===== src/rtl/tm1638_bus_scheduler_pkg.sv =====
// Shared types and default constants for the TM1638 command-port scheduler.
package tm1638_sched_types;

  localparam int unsigned WORD_WIDTH = 18;

  typedef enum logic [0:0] {
    SCHED_IDLE  = 1'b0,
    SCHED_BURST = 1'b1
  } sched_state_t;

endpackage


===== src/rtl/tm1638_bus_scheduler_rr_pick.sv =====
// Combinational round-robin picker: first set request scanning upward from ptr_i with wrap.
module rr_pick #(
  parameter int unsigned NUM_REQ = 2,
  localparam int unsigned IDX_W = $clog2(NUM_REQ)
) (
  input  logic [NUM_REQ-1:0] req_i,
  input  logic [IDX_W-1:0]   ptr_i,
  output logic [NUM_REQ-1:0] grant_o,
  output logic [IDX_W-1:0]   idx_o,
  output logic               any_o
);

  int unsigned cand;

  always_comb begin
    grant_o = '0;
    idx_o   = '0;
    any_o   = 1'b0;
    cand    = 0;
    for (int unsigned i = 0; i < NUM_REQ; i++) begin
      cand = (32'(ptr_i) + i) % NUM_REQ;
      if (!any_o && req_i[cand[IDX_W-1:0]]) begin
        any_o                     = 1'b1;
        idx_o                     = cand[IDX_W-1:0];
        grant_o[cand[IDX_W-1:0]] = 1'b1;
      end
    end
  end

endmodule


===== src/rtl/tm1638_bus_scheduler.sv =====
// Round-robin, transaction-atomic arbiter sharing the spi_fifo write port between
// TM1638 command producers, with a stall watchdog that reclaims a hung grant.
module tm1638_bus_scheduler
  import tm1638_sched_types::*;
#(
  parameter int unsigned NUM_REQ        = 2,
  parameter int unsigned WORD_WIDTH     = tm1638_sched_types::WORD_WIDTH,
  parameter int unsigned TIMEOUT_CYCLES = 1024,
  localparam int unsigned IDX_W = $clog2(NUM_REQ)
) (
  input  logic                          i_Clk,
  input  logic                          i_Rst,
  input  logic [NUM_REQ-1:0]            i_Req,
  input  logic [NUM_REQ-1:0]            i_Valid,
  input  logic [NUM_REQ-1:0]            i_Last,
  input  logic [NUM_REQ*WORD_WIDTH-1:0] i_Data,
  output logic [NUM_REQ-1:0]            o_Grant,
  output logic [NUM_REQ-1:0]            o_Ready,
  input  logic                          i_SPI_FIFO_Full,
  output logic [WORD_WIDTH-1:0]         o_Data,
  output logic                          o_Write,
  output logic [IDX_W-1:0]              o_Active_Src,
  output logic                          o_Timeout
);

  localparam int unsigned    CNT_W   = $clog2(TIMEOUT_CYCLES);
  localparam logic [CNT_W-1:0] CNT_MAX = CNT_W'(TIMEOUT_CYCLES - 1);

  sched_state_t         state_q, state_d;
  logic [IDX_W-1:0]     next_q, next_d;
  logic [IDX_W-1:0]     idx_q, idx_d;
  logic [NUM_REQ-1:0]   grant_q, grant_d;
  logic [CNT_W-1:0]     cnt_q, cnt_d;
  logic                 timeout_q, timeout_d;

  logic [NUM_REQ-1:0]   pick_grant;
  logic [IDX_W-1:0]     pick_idx;
  logic                 pick_any;
  logic                 xfer_c;
  logic [IDX_W-1:0]     next_after_c;
  logic [WORD_WIDTH-1:0] word_c;

  rr_pick #(.NUM_REQ(NUM_REQ)) u_pick (
    .req_i   (i_Req),
    .ptr_i   (next_q),
    .grant_o (pick_grant),
    .idx_o   (pick_idx),
    .any_o   (pick_any)
  );

  // Zero-latency forwarding path; grant_q is already one-hot of idx_q.
  assign o_Ready      = (state_q == SCHED_BURST && !i_SPI_FIFO_Full) ? grant_q : '0;
  assign xfer_c       = |(o_Ready & i_Valid);
  assign word_c       = i_Data[32'(idx_q)*WORD_WIDTH +: WORD_WIDTH];
  assign o_Write      = xfer_c;
  assign o_Data       = xfer_c ? word_c : '0;
  assign next_after_c = (32'(idx_q) == NUM_REQ - 1) ? '0 : idx_q + IDX_W'(1);

  assign o_Grant      = grant_q;
  assign o_Active_Src = idx_q;
  assign o_Timeout    = timeout_q;

  always_ff @(posedge i_Clk or negedge i_Rst) begin
    if (!i_Rst) begin
      state_q   <= SCHED_IDLE;
      next_q    <= '0;
      idx_q     <= '0;
      grant_q   <= '0;
      cnt_q     <= '0;
      timeout_q <= 1'b0;
    end else begin
      state_q   <= state_d;
      next_q    <= next_d;
      idx_q     <= idx_d;
      grant_q   <= grant_d;
      cnt_q     <= cnt_d;
      timeout_q <= timeout_d;
    end
  end

  always_comb begin
    state_d   = state_q;
    next_d    = next_q;
    idx_d     = idx_q;
    grant_d   = grant_q;
    cnt_d     = cnt_q;
    timeout_d = 1'b0;
    unique case (state_q)
      SCHED_IDLE: begin
        if (pick_any) begin
          grant_d = pick_grant;
          idx_d   = pick_idx;
          cnt_d   = '0;
          state_d = SCHED_BURST;
        end
      end
      SCHED_BURST: begin
        if (xfer_c) begin
          cnt_d = '0;
          if (i_Last[idx_q]) begin
            grant_d = '0;
            next_d  = next_after_c;
            state_d = SCHED_IDLE;
          end
        end else if (!i_SPI_FIFO_Full) begin
          // Only genuine stalls count; a full FIFO holds the counter.
          if (cnt_q == CNT_MAX) begin
            timeout_d = 1'b1;
            grant_d   = '0;
            next_d    = next_after_c;
            state_d   = SCHED_IDLE;
          end else begin
            cnt_d = cnt_q + CNT_W'(1);
          end
        end
      end
      default: state_d = SCHED_IDLE;
    endcase
  end

endmodule


===== config.mk =====
export PLATFORM = sky130hd
export DESIGN_NAME = tm1638_bus_scheduler
export DESIGN_NICKNAME = d
export VERILOG_FILES = /design/src/rtl/tm1638_bus_scheduler_pkg.sv /design/src/rtl/tm1638_bus_scheduler_rr_pick.sv /design/src/rtl/tm1638_bus_scheduler.sv
export SDC_FILE = /design/constraint.sdc
export NUM_CORES = 1
export LEC_CHECK = 0
export BUFFER_PORTS_ARGS = -buffer_cell sky130_fd_sc_hd__buf_2
export CAP_MARGIN = 20
export CORE_ASPECT_RATIO = 1.4
export CORE_MARGIN = 2
export CORE_UTILIZATION = 31
export DETAILED_ROUTE_END_ITERATION = 10
export GPL_ROUTABILITY_DRIVEN = 0
export PLACE_DENSITY = 0.59
export SKIP_LAST_GASP = 1
export SLEW_MARGIN = 5
export SYNTH_ARGS = -nofsm -noshare
export SYNTH_HDL_FRONTEND = slang
export SYNTH_SLANG_ARGS = --single-unit

===== constraint.sdc =====
create_clock -name i_Clk -period 2.1 [get_ports i_Clk]
set_clock_uncertainty 0.1 [all_clocks]
set_input_delay 0.315 -clock i_Clk [delete_from_list [all_inputs] [get_ports i_Clk]]
set_output_delay 0.315 -clock i_Clk [all_outputs]
set_load 0.05 [all_outputs]

; ---- Yosys cells after proc, flatten, opt, wreduce, memory -nomap -nowiden
; Cells that the tools add are included.
[op_classes]
multipliers = 1
add_sub_neg = 3
reduce_logical = 12
eq_ne = 8
bitwise_logic = 3
muxes = 44
shift = 1
magnitude_cmp = 5
[op_table]
columns = op, count
row1 = $mux 10, 4
row2 = $shiftx 36x7->18, 1
row3 = $mux 1, 26
row4 = $pmux 10 s2, 1
row5 = $mux 18, 1
row6 = $mux 2, 8
row7 = $add 10x1->10 const B, 1
row8 = $eq 10x10->1 const B, 1
row9 = $reduce_and 4->1, 2
row10 = $lt 1x2->1 const B, 3
row11 = $ne 3x2->1 const B, 2
row12 = $mul 1x4->5 const B, 1
row13 = $logic_and 1x1->1, 4
row14 = $ne 2x1->1 const B, 2
row15 = $pmux 2 s2, 1
row16 = $ne 3x1->1 const B, 1
row17 = $ne 3x3->1 const B, 1
row18 = $reduce_and 3->1, 1
row19 = $add 1x1->1 const B, 2
row20 = $and 2x2->2, 1
row21 = $demux 1 s1, 2
row22 = $ge 1x1->1 const B, 2
row23 = $logic_not 1->1, 2
row24 = $ne 2x2->1 const B, 1
row25 = other kinds (6), 6
[word_totals]
wordCells = 83
inputBits = 45
register_bits = 16
out_inout_bits = 25

; ---- Depth between registers and ports, before layout
; Gate-level depths: netlist of the first run.
[logic_depth]
word_depth = 9
ltp_mapped = 6

; ---- Hierarchy
; A second synthesis of the first run with hierarchy kept.
[hier_totals]
hier_cells = 153
area_unflattened_um2 = 1308.8
[by_module_without_submodules]
columns = module, area_each_um2, instances, cells_each
row1 = tm1638_bus_scheduler, 1276.2, 1, 148
row2 = rr_pick, 32.5, 1, 5

; ---- Worst setup path after synthesis of the first run
; No wires, ideal clock.
[synth_timing]
kind = register to output
start = register grant_q[0], in the netlist o_Grant[0]
end = output port o_Data[10]
path_stages_with_launch = 6
arrival_time_ns = 2.148
n_path_buf = 2
required_time_ns = 1.685
setup_slack_ns = -0.463
path_cell_list = dfrtp_1 a22oi_1 nand2b_1 clkbuf_1 clkbuf_1 nor2_1
[synth_between]
elab_chain_len = 4
[synth_rtl]
columns = element, line_no
row1 = start: declaration, tm1638_bus_scheduler.sv:32  ; logic [NUM_REQ-1:0] grant_q, grant_d;
row2 = start signal: assignment, tm1638_bus_scheduler.sv:75  ; grant_q <= grant_d;
row3 = $mux 2, tm1638_bus_scheduler.sv:52  ; assign o_Ready = (state_q == SCHED_BURST && !i_SPI_FIFO_Full) ? grant_q : '0;
row4 = $and 2x2->2, tm1638_bus_scheduler.sv:53  ; assign xfer_c = |(o_Ready & i_Valid);
row5 = $reduce_or 2->1, tm1638_bus_scheduler.sv:53
row6 = $mux 18, tm1638_bus_scheduler.sv:56  ; assign o_Data = xfer_c ? word_c : '0;
row7 = end: declaration, tm1638_bus_scheduler.sv:20  ; output logic [WORD_WIDTH-1:0] o_Data,
; No other way between the ends.

; ---- Worst setup path after layout of the first run
[layout_timing]
start = register grant_q[0], in the netlist o_Grant[0]
end = output port o_Data[12]
; Same word-level chain as after synthesis.

==> metrics.md, run 1 <==
| Metric | Value |
|---|---|
| Outcome | `completed` |
| Starting Density | `about a third` |
| Top cells by area, synth | `dfrtp_1 (34%), mux2i_1 (17%), nor2_1 (8.2%)` |
| DRC viols | `0` |
| Final HPWL DP | `2730 um` |
| Post-DRT Antenna Nets | `0` |
| Commonest non-fill, non-tap cell in the layout | `buf_2` |
| Detailed router's first-iteration violation count | `60` |
| Via density | `around 5.2` |
| Synth Warn # | `0` |
| Critical path endpoint category | `output pin` |
| Clock root buffer | `clkbuf_8` |
| Ys async rst share | `100%` |
| Clock network fraction of design power | `about an eighth` |
| Psw | `~1000 uW` |
| Worst endpoint required time | `around 1.7 ns` |
| Yosys top cell by area | `dfrtp_1` |
| Reg clk slew, reported paths | `roughly 0.06 ns` |
| Max-cap violations | `0` |
| Mapped Cells | `roughly 140` |
| Post-route cell area | `roughly 1800 um2` |
| DIE WIDTH | `roughly 56 um` |
| H-tree levels | `1` |
| Fmax | `slightly below 500 MHz` |
| Critical-path maximum fanout | `10` |
| Startpoint types | `register` |
| Core region area | `around 3600 um2` |
| Initial antenna violation count | `0` |
| Total power | `roughly 2100 uW` |
| Inst Count DP | `between 200 and 250` |
| Cell area power density | `approximately 1100 nW/um2` |
| Int Power | `~1000 uW` |
| IO Pins | `70` |
| WS Path Type | `reg -> out` |
| Seq pwr share | `24.7%` |
| Min-delay worst type | `in -> reg` |
| Sw Ratio | `a little over 50%` |
| Full die area | `roughly 4300 um2` |
| Synth cell types | `38` |
| Slew Viols, Final | `0` |
| Drt total wl | `between 3000 and 4000 um` |
| Synthesis-stage register bit count | `16` |
| Worst skew pair latency | `between 0.2 and 0.3 ns` |
| Worst slew margin | `slightly below 70%` |
| Rows | `26` |
| Layout Cells excl Fill | `between 200 and 300` |
| GRT Util Overall | `about 16%` |
| Setup_tns | `0 ns` |
| Synthesized cell area | `approximately 1200 um2` |
| Crit path time final | `approximately 2.0 ns` |
| Via count of the first global-routing pass | `approximately 1300` |
| Area Overhead vs Synth | `53.0%` |
| Setup violators final | `0` |
| Tightest Pin Transition | `approximately 0.46 ns` |
| Comb pwr share | `between 60 and 70%` |
| Drt pass-1 iters | `5` |
| Via count | `~1300` |
| Ant. Diodes | `0` |
| Final Hold Vio Count | `0` |
| Largest net degree at the start of global routing | `21` |
| Syn_area_per_cell | `between 8 and 9 um2` |
| Synth Flop Type | `dfrtp_1` |
| Syn_nets | `between 150 and 200` |
| Grt ovf | `0` |
| Worst vdd ir | `a little over 600 uV` |
| Highest-count cells in the layout ignoring fill and taps | `buf_2 (68), mux2i_1 (20), dfrtp_1 (13)` |
| Die Span Y | `77.1 um` |
| Global-route wire length before repair | `5740 um` |
| EDFF count, synth | `0` |
| Fin crit share | `96.5%` |
| Leak | `between 0.0008 and 0.0009 uW` |
| Port Buffer Count | `slightly below 70` |
| Clock Tree Buf Depth | `2` |
| Arr. time, crit path | `1.61 ns` |
| Num CTS Buffers | `3` |
| Clock sink total | `16` |
| Placed cell areas | `~1700 um2` |
| Top cell type's share of synthesized area | `33.8%` |
| Drt wl/cell | `about 14 um` |
| Unrepaired setup endpoints after global routing | `false` |
| Share of layout cells above drive strength 1 | `52.8%` |
| CTS tree | `built` |
| Fin nets | `between 200 and 300` |
| Seq/Total Area, Yosys | `about a third` |
## final timing paths
check / start / end / slack, ns / cells after the start
max: o_Grant[0]$_DFFE_PN0P_ / o_Data[12] / 0.07 / 5
min in group asynchronous: i_Rst / cnt_q[3]$_DFFE_PN0P_ / 0.41 / 2
max in group asynchronous: i_Rst / o_Grant[1]$_DFFE_PN0P_ / 1.20 / 2
min reg2reg: cnt_q[9]$_DFFE_PN0P_ / cnt_q[9]$_DFFE_PN0P_ / 0.43 / 1
max reg2reg: cnt_q[0]$_DFFE_PN0P_ / next_q$_DFFE_PN0P_ / 0.11 / 5
min: i_Req[0] / o_Grant[1]$_DFFE_PN0P_ / 0.31 / 3
## routing by layer
| metal | GRT usage [%] | share of wire [%] | vias up |
|---|---|---|---|
| li1 | - | - | 646 |
| met1 | 17.3 | 35 | 609 |
| met2 | 30.8 | 54 | 62 |
| met3 | 3.20 | 8.4 | 7 |
| met4 | 5.48 | 1.8 | 0 |
| met5 | 0 | 0 | - |
## critical path: stages (launching register included)
cell and delay [ns]:
dfrtp_2 0.42, a22oi_2 0.25, nand2b_2 0.23, clkbuf_16 0.20, nor2_4 0.04, buf_2 0.21
## area by class of cell
| class | count | area, um2 |
|---|---|---|
| timing repair buffer | 75 | 425 |
| tap | 42 | 52.6 |
| multi-input combinational | 110 | 843 |
| fill | 334 | 1830 |
| inverter | 7 | 30.0 |
| sequential | 16 | 404 |
| clock buffer | 4 | 55.1 |
## state kept, by name, indices dropped and copies added (netlist names)
signal	count
next_q	1
o_Timeout	1
cnt_q	10
state_q	1
o_Active_Src	1
o_Grant	2
## logic make-up after synthesis
group                      share of synthesized area [%]
buffers and inverters                               4.76
AOI/OAI and AO/OA                                   14.4
muxes                                               17.9
DFF                                                 33.8
and+or+nand+nor                                     28.1
adders and majority gates                           1.06
## synthesized netlist by cell type (2+ instances only)
| cell | n |
|---|---|
| inv_1 | 7 |
| nor3_1 | 2 |
| dfrtp_1 | 16 |
| a31oi_1 | 6 |
| clkbuf_1 | 3 |
| o21a_1 | 2 |
| o221ai_1 | 3 |
| and2_1 | 3 |
| nor4_1 | 2 |
| mux2i_1 | 20 |
| or3_1 | 2 |
| nand2_1 | 10 |
| a21oi_1 | 3 |
| nor2_1 | 26 |
| nand2b_1 | 4 |
| nand4_1 | 2 |
| buf_1 | 2 |
| o21ai_0 | 2 |
| nand3_1 | 5 |
## power by group through the flow
stage	Clock, uW	Sequential (uW)	Combinational, uW
after floorplan	0	571	886
after global placement	0	499	1210
after detailed placement	0	505	1230
after CTS	280	498	1250
after global routing	294	526	1380
final	272	509	1280
## through the flow
stage | worst slack, ns | util (%) | hold WS, ns
after global placement | 0.137 | 46.3 | 0.143
after floorplan | 0.0147 | - | -0.0806
after CTS | 0.0397 | 48.4 | 0.311
final | 0.0738 | 49.7 | 0.308
after global routing | 0.0202 | 49.7 | 0.332
after detailed placement | 0.0623 | 46.3 | 0.149
## what timing repair did
action,CTS,global route
buffers inserted,1,0
setup endpoints to repair,7,30
endpoints found under the hold margin,16,0
cloned,0,1
pin swaps,1,0
hold buffers,1,0
resized for setup,1,6
(Power assumes the default switching activity.)
==> run 2, diff against run 1 <==
--- a/config.mk
+++ b/config.mk
@@ -8,7 +8,7 @@
 export BUFFER_PORTS_ARGS = -buffer_cell sky130_fd_sc_hd__buf_2
 export CAP_MARGIN = 20
 export CORE_ASPECT_RATIO = 1.4
-export CORE_MARGIN = 2
+export CORE_MARGIN = 4
 export CORE_UTILIZATION = 31
 export DETAILED_ROUTE_END_ITERATION = 10
 export GPL_ROUTABILITY_DRIVEN = 0
==> constraint.sdc (replaced) <==
create_clock -name i_Clk -period 2.2 [get_ports i_Clk]
set_clock_uncertainty 0.1 [all_clocks]
set_input_delay 0.33 -clock i_Clk [delete_from_list [all_inputs] [get_ports i_Clk]]
set_output_delay 0.33 -clock i_Clk [all_outputs]
set_load 0.05 [all_outputs]
==> metrics.md, run 2 (synthesis results as in run 1) <==
| Metric | Value |
|---|---|
| Outcome | `completed` |
| GRT Util Overall | `between 10% and 20%` |
| Drt pass-1 iters | `4` |
| Sequential Area | `around 400 um2` |
| Worst hold margin | `0.277 ns` |
| Highest-count cells in the layout ignoring fill and taps | `buf_2 (69), mux2i_1 (20), nor2_1 (15), dfrtp_1 (15), nand2_1 (10)` |
| Initial antenna violation count | `0` |
| Ant. Diodes | `0` |
| Cell area power density | `between 1000 and 1500 nW/um2` |
| Fmax | `488 MHz` |
| Post-DRT Antenna Nets | `0` |
| WS Path Type | `reg -> out` |
| Fin nets | `between 200 and 300` |
| Post-route cell area | `between 1500 and 2000 um2` |
| Multi-input logic area | `between 800 and 900 um2` |
| Tightest Pin Transition | `between 0.4 and 0.5 ns` |
| Number of flip-flops in the largest register | `10` |
| Drt total wl | `between 3000 and 4000 um` |
| Rows | `26` |
| Die Span Y | `approximately 81 um` |
| Setup violators final | `0` |
| Clock Tree Buf Depth | `2` |
| Worst vdd ir | `a little under 700 uV` |
| Via count | `1283` |
| Clock sink total | `16` |
| Global-route wire length before repair | `5200 um` |
| DRC viols | `0` |
| Worst skew pair latency | `about 0.25 ns` |
| Reg clk slew, reported paths | `approximately 0.060 ns` |
| Detailed router's first-iteration violation count | `44` |
| CTS tree | `built` |
| Critical-path maximum fanout | `20` |
| Starting Density | `32.2%` |
| Core region area | `3680 um2` |
| Via count of the first global-routing pass | `approximately 1100` |
| Port Buffer Count | `69` |
| DIE WIDTH | `~60 um` |
| Min-delay worst type | `in -> reg` |
| Final Hold Vio Count | `0` |
| Drt wl/cell | `roughly 13 um` |
| Startpoint types | `register` |
| Arr. time, crit path | `about 1.6 ns` |
| Crit path time final | `approximately 2 ns` |
| Clock root buffer | `clkbuf_8` |
| Placed cell areas | `1670 um2` |
| Full die area | `around 4900 um2` |
| Unrepaired setup endpoints after global routing | `false` |
| Max-cap violations | `0` |
| Fin crit share | `between 90% and 100%` |
| Num CTS Buffers | `3` |
| Critical path endpoint category | `output pin` |
| Slew Viols, Final | `0` |
| Share of layout cells above drive strength 1 | `a little under half` |
| Worst slew margin | `between 60% and 70%` |
| IO Pins | `70` |
| Largest net degree at the start of global routing | `21` |
| Commonest non-fill, non-tap cell in the layout | `buf_2` |
| Utilization after layout | `47.5%` |
| Grt ovf | `0` |
| Leak | `roughly 0.00090 uW` |
| Via density | `roughly 5.1` |
| Biggest register | `cnt_q` |
| Worst endpoint required time | `around 1.8 ns` |
| Final HPWL DP | `2810 um` |
| Area Overhead vs Synth | `47.6%` |
| H-tree levels | `1` |
| # fillers | `359` |
==> run 2: cell count changes in the layout (fill, tap and decap cells not counted), moves of 2 or more <==
cell     previous run  this run
nor2_1              8        15
nor2_2              9         2
dfrtp_1            13        15
dfrtp_2             3         1
==> run 2: path summary, 6_finish.rpt <==
| check | endpoint | depth (start not counted) | from | slack (ns) |
|---|---|---|---|---|
| max reg2reg | o_Grant[1]$_DFFE_PN0P_ | 5 | cnt_q[0]$_DFFE_PN0P_ | 0.18 |
| max | o_Data[8] | 5 | state_q$_DFF_PN0_ | 0.15 |
| min | o_Grant[1]$_DFFE_PN0P_ | 3 | i_Req[0] | 0.28 |
| min in group asynchronous | cnt_q[0]$_DFFE_PN0P_ | 2 | i_Rst | 0.41 |
| max in group asynchronous | o_Grant[0]$_DFFE_PN0P_ | 2 | i_Rst | 1.30 |
| min reg2reg | cnt_q[0]$_DFFE_PN0P_ | 1 | cnt_q[0]$_DFFE_PN0P_ | 0.43 |
==> run 2: metal layers <==
layer	wire, um	track usage (%)	vias up
met5	0	0	-
met4	36	3.99	0
met3	511	3.34	5
met2	1610	25.0	64
met1	1200	15.6	569
li1	-	-	645
==> run 2: per-stage QoR <==
stage | TNS [ns] | total power, uW | setup WS [ns] | instances
6_report | 0 | 1890 | 0.150 | 254
5_1_grt | 0 | 2030 | 0.0295 | 254
4_1_cts | 0 | 1900 | 0.0953 | 253
3_5_place_dp | 0 | 1630 | 0.173 | 248
3_3_place_gp | 0 | 1630 | 0.214 | 248
2_1_floorplan | -1.24 | 1350 | -0.177 | 139
==> run 2: final cells by class <==
| class | count | share of cell area (%) |
|---|---|---|
| Tap cell | 42 | 3.01 |
| Timing Repair Buffer | 75 | 23.2 |
| Inverter | 7 | 1.50 |
| Clock buffer | 4 | 3.15 |
| Multi-Input combinational cell | 110 | 46.1 |
| Sequential cell | 16 | 23.0 |
==> run 2: critical path: stages, from the launching register on <==
cell      delay [ns]
dfrtp_1         0.44
and2b_2         0.24
nand2b_1        0.10
buf_12          0.18
nor2_4          0.12
buf_2           0.27
==> run 2: repair_timing <==
action | CTS | global route
hold endpoints to repair | 16 | 0
gates cloned | 0 | 0
endpoints found under the setup margin | 19 | 8
pin swaps | 0 | 1
resized for setup | 1 | 1
hold buffers | 1 | 0
buffers inserted | 0 | 1
==> run 2: power by group <==
part	internal, uW	switching (uW)	total (uW)
sequential	372	94.8	467
clock	159	102	261
combinational	405	756	1160
